$ cat src/rtl/icache_refill_controller.sv
// I-cache line refill sequencer: one line-aligned memory request per miss, LINE_WORDS beats written to the fill port.
// Beat-to-fillWE latency 1 cycle; memReqValid/memReqAddr held until memReqReady; response beats cannot be backpressured.
module icache_refill_controller #(
  parameter int ADDR_WIDTH = 32,
  parameter int DATA_WIDTH = 32,
  parameter int LINE_WORDS = 4
) (
  input  logic                          clk,
  input  logic                          rst,
  input  logic                          missValid,
  input  logic [ADDR_WIDTH-1:0]         missAddr,
  input  logic                          flush,
  output logic                          memReqValid,
  input  logic                          memReqReady,
  output logic [ADDR_WIDTH-1:0]         memReqAddr,
  input  logic                          memRespValid,
  input  logic [DATA_WIDTH-1:0]         memRespData,
  output logic                          fillWE,
  output logic [ADDR_WIDTH-1:0]         fillAddr,
  output logic [$clog2(LINE_WORDS)-1:0] fillWordIdx,
  output logic [DATA_WIDTH-1:0]         fillData,
  output logic                          fillDone,
  output logic                          busy
);

  localparam int IDX_W = $clog2(LINE_WORDS);
  localparam int OFF_W = $clog2(LINE_WORDS * DATA_WIDTH / 8);
  localparam logic [IDX_W-1:0] LAST_IDX = IDX_W'(LINE_WORDS - 1);

  typedef enum logic [1:0] {IDLE, REQ, RECV, DONE} state_t;

  state_t                state;
  logic [ADDR_WIDTH-1:0] lineAddr;
  logic [IDX_W-1:0]      beatCnt;
  logic                  cancel;

  assign memReqAddr = lineAddr;
  assign busy       = (state != IDLE);

  always_ff @(posedge clk or posedge rst) begin
    if (rst) begin
      state       <= IDLE;
      lineAddr    <= '0;
      beatCnt     <= '0;
      cancel      <= 1'b0;
      memReqValid <= 1'b0;
      fillWE      <= 1'b0;
      fillAddr    <= '0;
      fillWordIdx <= '0;
      fillData    <= '0;
      fillDone    <= 1'b0;
    end else begin
      fillWE   <= 1'b0;
      fillDone <= 1'b0;
      case (state)
        IDLE: begin
          if (missValid && !flush) begin
            lineAddr    <= {missAddr[ADDR_WIDTH-1:OFF_W], {OFF_W{1'b0}}};
            beatCnt     <= '0;
            cancel      <= 1'b0;
            memReqValid <= 1'b1;
            state       <= REQ;
          end
        end
        REQ: begin
          // A flush that races the handshake still has to drain the line it launched.
          if (memReqReady) begin
            memReqValid <= 1'b0;
            cancel      <= flush;
            state       <= RECV;
          end else if (flush) begin
            memReqValid <= 1'b0;
            state       <= IDLE;
          end
        end
        RECV: begin
          if (flush) cancel <= 1'b1;
          if (memRespValid) begin
            beatCnt     <= beatCnt + 1'b1;
            fillWE      <= !cancel && !flush;
            fillWordIdx <= beatCnt;
            fillData    <= memRespData;
            fillAddr    <= lineAddr;
            if (beatCnt == LAST_IDX) begin
              fillDone <= !cancel && !flush;
              state    <= DONE;
            end
          end
        end
        DONE: begin
          state <= IDLE;
        end
        default: state <= IDLE;
      endcase
    end
  end

endmodule

$ cat config.mk
export PLATFORM = sky130hd
export DESIGN_NAME = icache_refill_controller
export DESIGN_NICKNAME = d
export VERILOG_FILES = /design/src/rtl/icache_refill_controller.sv
export SDC_FILE = /design/constraint.sdc
export NUM_CORES = 1
export LEC_CHECK = 0
export CORE_UTILIZATION = 46
export DETAILED_ROUTE_END_ITERATION = 16
export PLACE_DENSITY = 0.95
export SLEW_MARGIN = 20
export SYNTH_ARGS = -nofsm -noshare
export SYNTH_HDL_FRONTEND = slang
export SYNTH_SLANG_ARGS = --single-unit
$ cat constraint.sdc
create_clock -name clk -period 6.75 [get_ports clk]
set_clock_uncertainty 0.15 [all_clocks]
set_input_delay 1.35 -clock clk [delete_from_list [all_inputs] [get_ports clk]]
set_output_delay 1.35 -clock clk [all_outputs]
set_load 0.02 [all_outputs]
==> Word level (Yosys, flattened, before mapping) <==
Cells that the tools add are included.
W data, S select, Z words.
{ "op_classes": {"addsub": 1, "mul": 0, "div": 0, "n_lt_le_gt_ge": 0, "eq_ne": 10, "shifts": 0, "mux": 22, "n_bitwise": 0, "reduce_logical": 15} }
{ "op_table": {"columns": ["op", "n"], "rows": [
  ["$mux W2", 7],
  ["$mux W1", 11],
  ["$ne A2 B2 Y1 const B", 5],
  ["$pmux W2 S4", 1],
  ["$reduce_and A4 Y1", 2],
  ["$eq A2 B2 Y1 const B", 3],
  ["$reduce_and A3 Y1", 2],
  ["$reduce_bool A2 Y1", 3],
  ["$pmux W2 S2", 1],
  ["$reduce_and A2 Y1", 2],
  ["$ne A3 B3 Y1 const B", 1],
  ["$pmux W1 S3", 1],
  ["$reduce_bool A3 Y1", 1],
  ["$add A2 B1 Y2 const B", 1],
  ["$eq A2 B1 Y1 const B", 1],
  ["$logic_and A1 B1 Y1", 2],
  ["$logic_not A1 Y1", 2],
  ["$logic_not A2 Y1", 1],
  ["$pmux W1 S2", 1]
]} }
{ "word_totals": {"reg_bits": 98, "latch_bits": 0, "mem_bits_rw": 0, "mem_bits_ro": 0, "output_inout_bits": 102, "mem_count": 0} }

==> Depth between registers and ports, before layout <==
Gate-level depths: netlist of run 1.
{ "logic_depth": {"word_depth": 5, "mapped_depth": 7, "ltp_nobuf": 6} }

==> Worst setup path after synthesis of run 1 <==
No wires, ideal clock.
{ "synth_timing": {"kind": "input-to-reg", "from": "in flush", "to": "reg cancel", "setup_time_ps": 125, "arrival_ps": 2323, "t_required_ps": 6475, "slack_ps": 4152, "path_stages": 4, "n_path_buf": 0, "path_cell_list": "nand2b_4 and2_1 a2111oi_2 mux2_2"} }
{ "synth_via": {"elab_chain_len": 4, "word_cells_on_any_way": 7, "cone_classes": "2 x eq/ne; 2 x mux; 3 x reduce/logical"} }
{ "synth_lines": {"columns": ["element", "line", "text"], "rows": [
  ["from (decl)", "12", "input logic flush,"],
  ["$logic_not A1 Y1", "57", "if (missValid && !flush) begin"],
  ["$logic_and A1 B1 Y1", "57", null],
  ["$ne A2 B2 Y1 (no line)", null, null],
  ["$reduce_and A4 Y1 (no line)", null, null],
  ["to (signal assigned)", "69", "cancel <= flush;"],
  ["to (decl)", "35", "logic cancel;"]
]} }
Several ways; a longest one is shown, not always the timed one. The select of a mux whose other input is x is not followed.
A chain may end at the register's enable or synchronous reset.

==> Worst setup path in the final report of run 1 <==
{ "layout_timing": {"from": "reg state[0]", "to": "out busy"} }
{ "layout_via": {"elab_chain_len": 1} }
{ "layout_lines": {"columns": ["element", "line", "text"], "rows": [
  ["from (decl)", "32", "state_t state;"],
  ["from (signal assigned)", "42", "state <= IDLE;"],
  ["from (signal assigned)", "62", "state <= REQ;"],
  ["from (signal assigned)", "70", "state <= RECV;"],
  ["$reduce_bool A2 Y1", "38", "assign busy = (state != IDLE);"],
  ["to (decl)", "23", "output logic busy"]
]} }
No other way between the ends.

==> reports/results.txt, run 1 <==
outcome: complete, no violations
CP peak stage delay: 0.60 ns
Avg Inst Size Synth: 15.7 µm²
GRT Total Usage: 0.196
WS Path Type: register to output port
RR Startpoint: state[0]
antenna cells: 0
Distinct cells, synth: 29
EDFF count, synth: 0
top cell type's share of synthesized area: 0.607
Fin. Hold Viols: 0
PortBufs: 159
# hold bufs at CTS: 0
row cnt: 33
DRT antenna net count: 0
Clock Latency Late Sink: 0.35 ns
fin. max-slew vios: 0
Clock Pin Slew Worst Setup and Hold Paths: 0.09 ns
post-DP HPWL: 6.29 mm
Lkg Pwr: 2.61 nW
Worst VDD drop: 249 µV
starting density of the core: 0.484
PwrDens: 498 nW/µm²
CORE AREA: 8340 µm²
GRT overflow: 0
fraction of registers with async set/reset: 1.00
worst r2r dst: fillData[18]
Die Wd: 95.7 µm
Setup Total Neg Slack: 0 ns
Layout Nets: 495
min-delay src: fillWordIdx[1]
Detailed Route Iter0 Violations: 46
Setup violations, final: 0
Reg2Reg Setup Slack: 4.19 ns
share of cells above drive strength 1: 0.273
final WL: 8.73 mm
reg2reg path depth: 5
post-synthesis cell count: 257
post-DR wirelength/cell: 16.6 µm
Hold Path Depth: 2
drt pass-1 iters: 4
ys flop type: dfrtp_1
crit path cell chain: inv_1 > ha_1 > inv_2 > clkdlybuf4s50_1
PnR Total Power: 2.93 mW
worst slew pin tran: 0.929 ns
area grow syn2layout: 45.8%
Synth Register Bits: 98
critical path fanouts, max: 6
drt via density: 5.01
DRC: 0
GPL Wtd Cong: 0.859
CTS tree: built
min Tclk post-route: 3.46 ns
# IOs: 172
CTS H-tree lvls: 3
nature of the critical path endpoint: output port
via count: 2,642
top cells by count, synth: dfrtp_1, mux2_2, mux2_4
Die ar.: 9160 µm²
post-CTS sizing: 0
initial antenna violation count: 0
slowest CP cell: clkdlybuf4s50_1
worst relative slew slack: 0.380
first-pass GRT wire length: 13.5 mm
Root Buffer: clkbuf_8
mapped cell area: 4040 µm²
Layout fillers: 575
vias in the first global route: 2,778
synth top area cells: dfrtp_1, mux2_2, mux2_4
worst hold path type: register to register
period utilisation layout: 0.512
max_cap viols: 0
postcts setup bufs: 0
CTS Sinks: 98
die height: 95.7 µm
Worst Hold Path EP: fillWordIdx[1]
RSZ-0062 raised after global routing: false
Max clock buf depth: 2
WP data required: 5.25 ns
top cell type by total area after synthesis: dfrtp_1
pin count of the biggest net entering global routing: 89
CTS Buf Count: 9
CP Launch Type: register
Fmax: 289 MHz
sequential-to-total area share from yosys stat: 0.607
Yosys warnings: 0
Worst Path Arrival: 1.96 ns
top-count cell post-synth: dfrtp_1
-- worst max-delay path: cells and delay by family (launching register included) --
family | cells | cell delay, ns
buffers and inverters | 3 | 0.85
adder cells (fa/ha/maj) | 1 | 0.31
flip-flops | 1 | 0.45
-- power by group --
part | internal [mW] | leakage [nW] | switching (mW) | total, mW
Combinational | 0.819 | 1.32 | 0.682 | 1.50
Clock | 0.186 | 0.103 | 0.204 | 0.390
Sequential | 0.872 | 1.18 | 0.169 | 1.04
Total | 1.88 | 2.61 | 1.06 | 2.93
-- layout make-up --
type                       instances  area [µm²]  area share
clock buffer                      10         138      0.0234
clock inverter                     6        72.6      0.0123
inverter                           6        25.0     0.00425
multi-input combinational        141        1460       0.248
sequential                        98        2450       0.417
tap                              105         131      0.0223
timing repair buffer             161        1610       0.274
-- layout by cell type, fill, tap and decap left out, drive strengths merged, types with 2 or more instances in the layout --
cell           instances
clkdlybuf4s50        159
conb                   8
dfrtp                 98
mux2                  90
nand2b                 3
clkbuf                10
ha                     8
and2                   2
buf                    2
clkinv                 2
a2111oi                2
nor2b                  4
nor3b                  2
inv                    8
nand2                  3
a21oi                  5
o21ai                  3
nand3                  2
-- metal layers --
metal,wire (µm),track usage,vias up
li1,-,-,1207
met1,3420,0.219,1326
met3,568,0.0534,12
met5,0,0,-
met2,4610,0.362,97
met4,125,0.0572,0
-- registers in the layout, summed over array words and instances, names as in the netlist, 2 cells and up, named ones only --
name / flops
fillData: 32
fillAddr: 28
memReqAddr: 28
beatCnt: 2
fillWordIdx: 2
-- through the flow --
stage	cells	hold slack [ns]	utilization	setup slack [ns]	instance area [µm²]
floorplan	264	0.323	-	2.69	4060
global placement	511	0.321	0.680	3.05	5670
detailed placement	511	0.329	0.680	3.02	5670
CTS	527	0.341	0.705	3.28	5880
global route	527	0.362	0.706	3.20	5890
finish	527	0.338	0.706	3.29	5890
-- cells by family after synthesis --
kind of cell	count (synthesis)	synth area share
flip-flops	98	0.607
multiplexers	90	0.270
buffers and inverters	25	0.0387
AND/OR/NAND/NOR	20	0.0307
AO/OA/AOI/OAI	15	0.0279
adder cells (fa/ha/maj)	8	0.0248
other	1	0.000929
-- worst max-delay path by stage --
stage               slack, ns                    endpoint  cells past startpoint          from
floorplan                2.69  asynchronous set/reset pin                      1           rst
CTS                      3.28                        busy                      4      state[0]
finish                   3.29                        busy                      4      state[0]
global route             3.20                        busy                      4      state[0]
global placement         3.05                fillData[22]                      4  memRespValid
detailed placement       3.02                fillData[22]                      4  memRespValid
Note: power is estimated with default switching activity, not from simulation.
==> run 2, diff against run 1 <==
Settings changed: CORE_UTILIZATION 46 to 42, PLACE_DENSITY 0.95 to 0.91.
Clock period 6.75 ns to 3.5 ns, I/O delays scaled along.
==> reports/results.txt, run 2 (synthesized netlist as in run 1, its figures left out) <==
Most flops, register: fillData
antenna cells: 0
Setup violations, final: 0
# hold bufs at CTS: 0
GPL Wtd Cong: 0.867
PortBufs: 159
CTS tree: built
Max clock buf depth: 2
Layout Nets: 497
GRT Total Usage: 0.184
postcts setup bufs: 0
CORE AREA: 9280 µm²
most common cell after layout, fill and taps aside: clkdlybuf4s50_1
Clock Pin Slew Worst Setup and Hold Paths: 0.09 ns
area of the multi-input gates: 1460 µm²
final WL: 8.79 mm
Layout fillers: 724
post-DR wirelength/cell: 15.9 µm
fin. max-slew vios: 0
drt via density: 4.75
CTS Sinks: 98
die height: 100 µm
starting density of the core: 0.435
PwrDens: 943 nW/µm²
worst slew pin tran: 0.557 ns
# IOs: 172
GRT overflow: 0
via count: 2,624
Setup Total Neg Slack: 0 ns
first-pass GRT wire length: 14.4 mm
RSZ-0062 raised after global routing: false
WP data required: 2.65 ns
initial antenna violation count: 0
vias in the first global route: 2,855
Die Wd: 100 µm
WS Path Type: register to output port
Largest register FFs: 32
post-CTS sizing: 0
Fmax: 353 MHz
DRT antenna net count: 0
most frequent cells in the layout: clkdlybuf4s50_1, dfrtp_1, mux2_2
Root Buffer: clkbuf_8
worst hold path type: register to register
DRC: 0
Lkg Pwr: 2.61 nW
CTS H-tree lvls: 3
row cnt: 35
Worst VDD drop: 426 µV
critical path fanouts, max: 6
Worst Path Arrival: 1.98 ns
Final Util: 0.639
Clock Latency Late Sink: 0.34 ns
Fin. Hold Viols: 0
max_cap viols: 0
Detailed Route Iter0 Violations: 63
post-DP HPWL: 6.46 mm
share of cells above drive strength 1: 0.276
outcome: complete, no violations
Die ar.: 10,000 µm²
CTS Buf Count: 9
pin count of the biggest net entering global routing: 54
worst relative slew slack: 0.629
period utilisation layout: 0.809
area grow syn2layout: 46.8%
Reg area: 2450 µm²
min Tclk post-route: 2.83 ns
nature of the critical path endpoint: output port
drt pass-1 iters: 4
CP Launch Type: register
## run 2: cell types whose count changed in the layout (fill, tap and decap cells not counted)
| cell | delta |
|---|---|
| inv_8 | +2 |
| clkbuf_8 | -1 |
| inv_6 | -2 |
| clkinv_2 | +1 |
| buf_12 | +2 |
| buf_6 | -1 |
| bufinv_16 | -1 |
| buf_4 | +1 |
| clkinv_4 | +1 |
## run 2: final timing paths
check / start / to / slack, ns / cells past startpoint
max: state[0] / busy / 0.67 / 4
min: fillAddr[28] / fillAddr[28] / 0.36 / 1
min in group asynchronous: rst / memReqAddr[10] / 0.60 / 2
min reg2reg: fillAddr[28] / fillAddr[28] / 0.36 / 1
max in group asynchronous: rst / fillAddr[9] / 1.90 / 3
max reg2reg: state[0] / memReqAddr[13] / 1.12 / 6
## run 2: through the flow
step                      std cells  hold slack (ns)  worst slack, ns  total power, mW  area, µm²
final                           553            0.359            0.667             5.59       5930
after global routing            553            0.377            0.587             5.91       5930
after CTS                       553            0.364            0.665             5.66       5930
after floorplan                 264            0.323           0.0879             3.58       4060
after detailed placement        537            0.329            0.782             4.97       5740
after global placement          537            0.322            0.819             4.84       5740
## run 2: final cells by class
cell class / count / area share
clock inverter: 7 / 0.0103
tap: 129 / 0.0272
sequential: 98 / 0.414
timing repair buffer: 163 / 0.278
clock buffer: 9 / 0.0209
inverter: 6 / 0.00422
multi-input combinational: 141 / 0.246
## run 2: power breakdown
group,total [mW],leakage (nW),switching [mW],internal (mW)
logic,2.90,1.34,1.32,1.59
clock network,0.671,0.0932,0.400,0.271
registers,2.02,1.18,0.335,1.68
total,5.59,2.61,2.05,3.54
## run 2: critical path, stage by stage, from the launching register on
cell and delay, ns:
dfrtp_1 0.46, inv_1 0.15, ha_1 0.32, inv_2 0.11, clkdlybuf4s50_1 0.60
## run 2: metal layers
layer	wire length, µm	track usage	part of all wire	up-vias
met5	0	0	0	-
met4	91	0.0502	0.010	0
met3	397	0.0383	0.045	6
met2	4860	0.346	0.55	82
met1	3440	0.210	0.39	1331
li1	-	-	-	1205
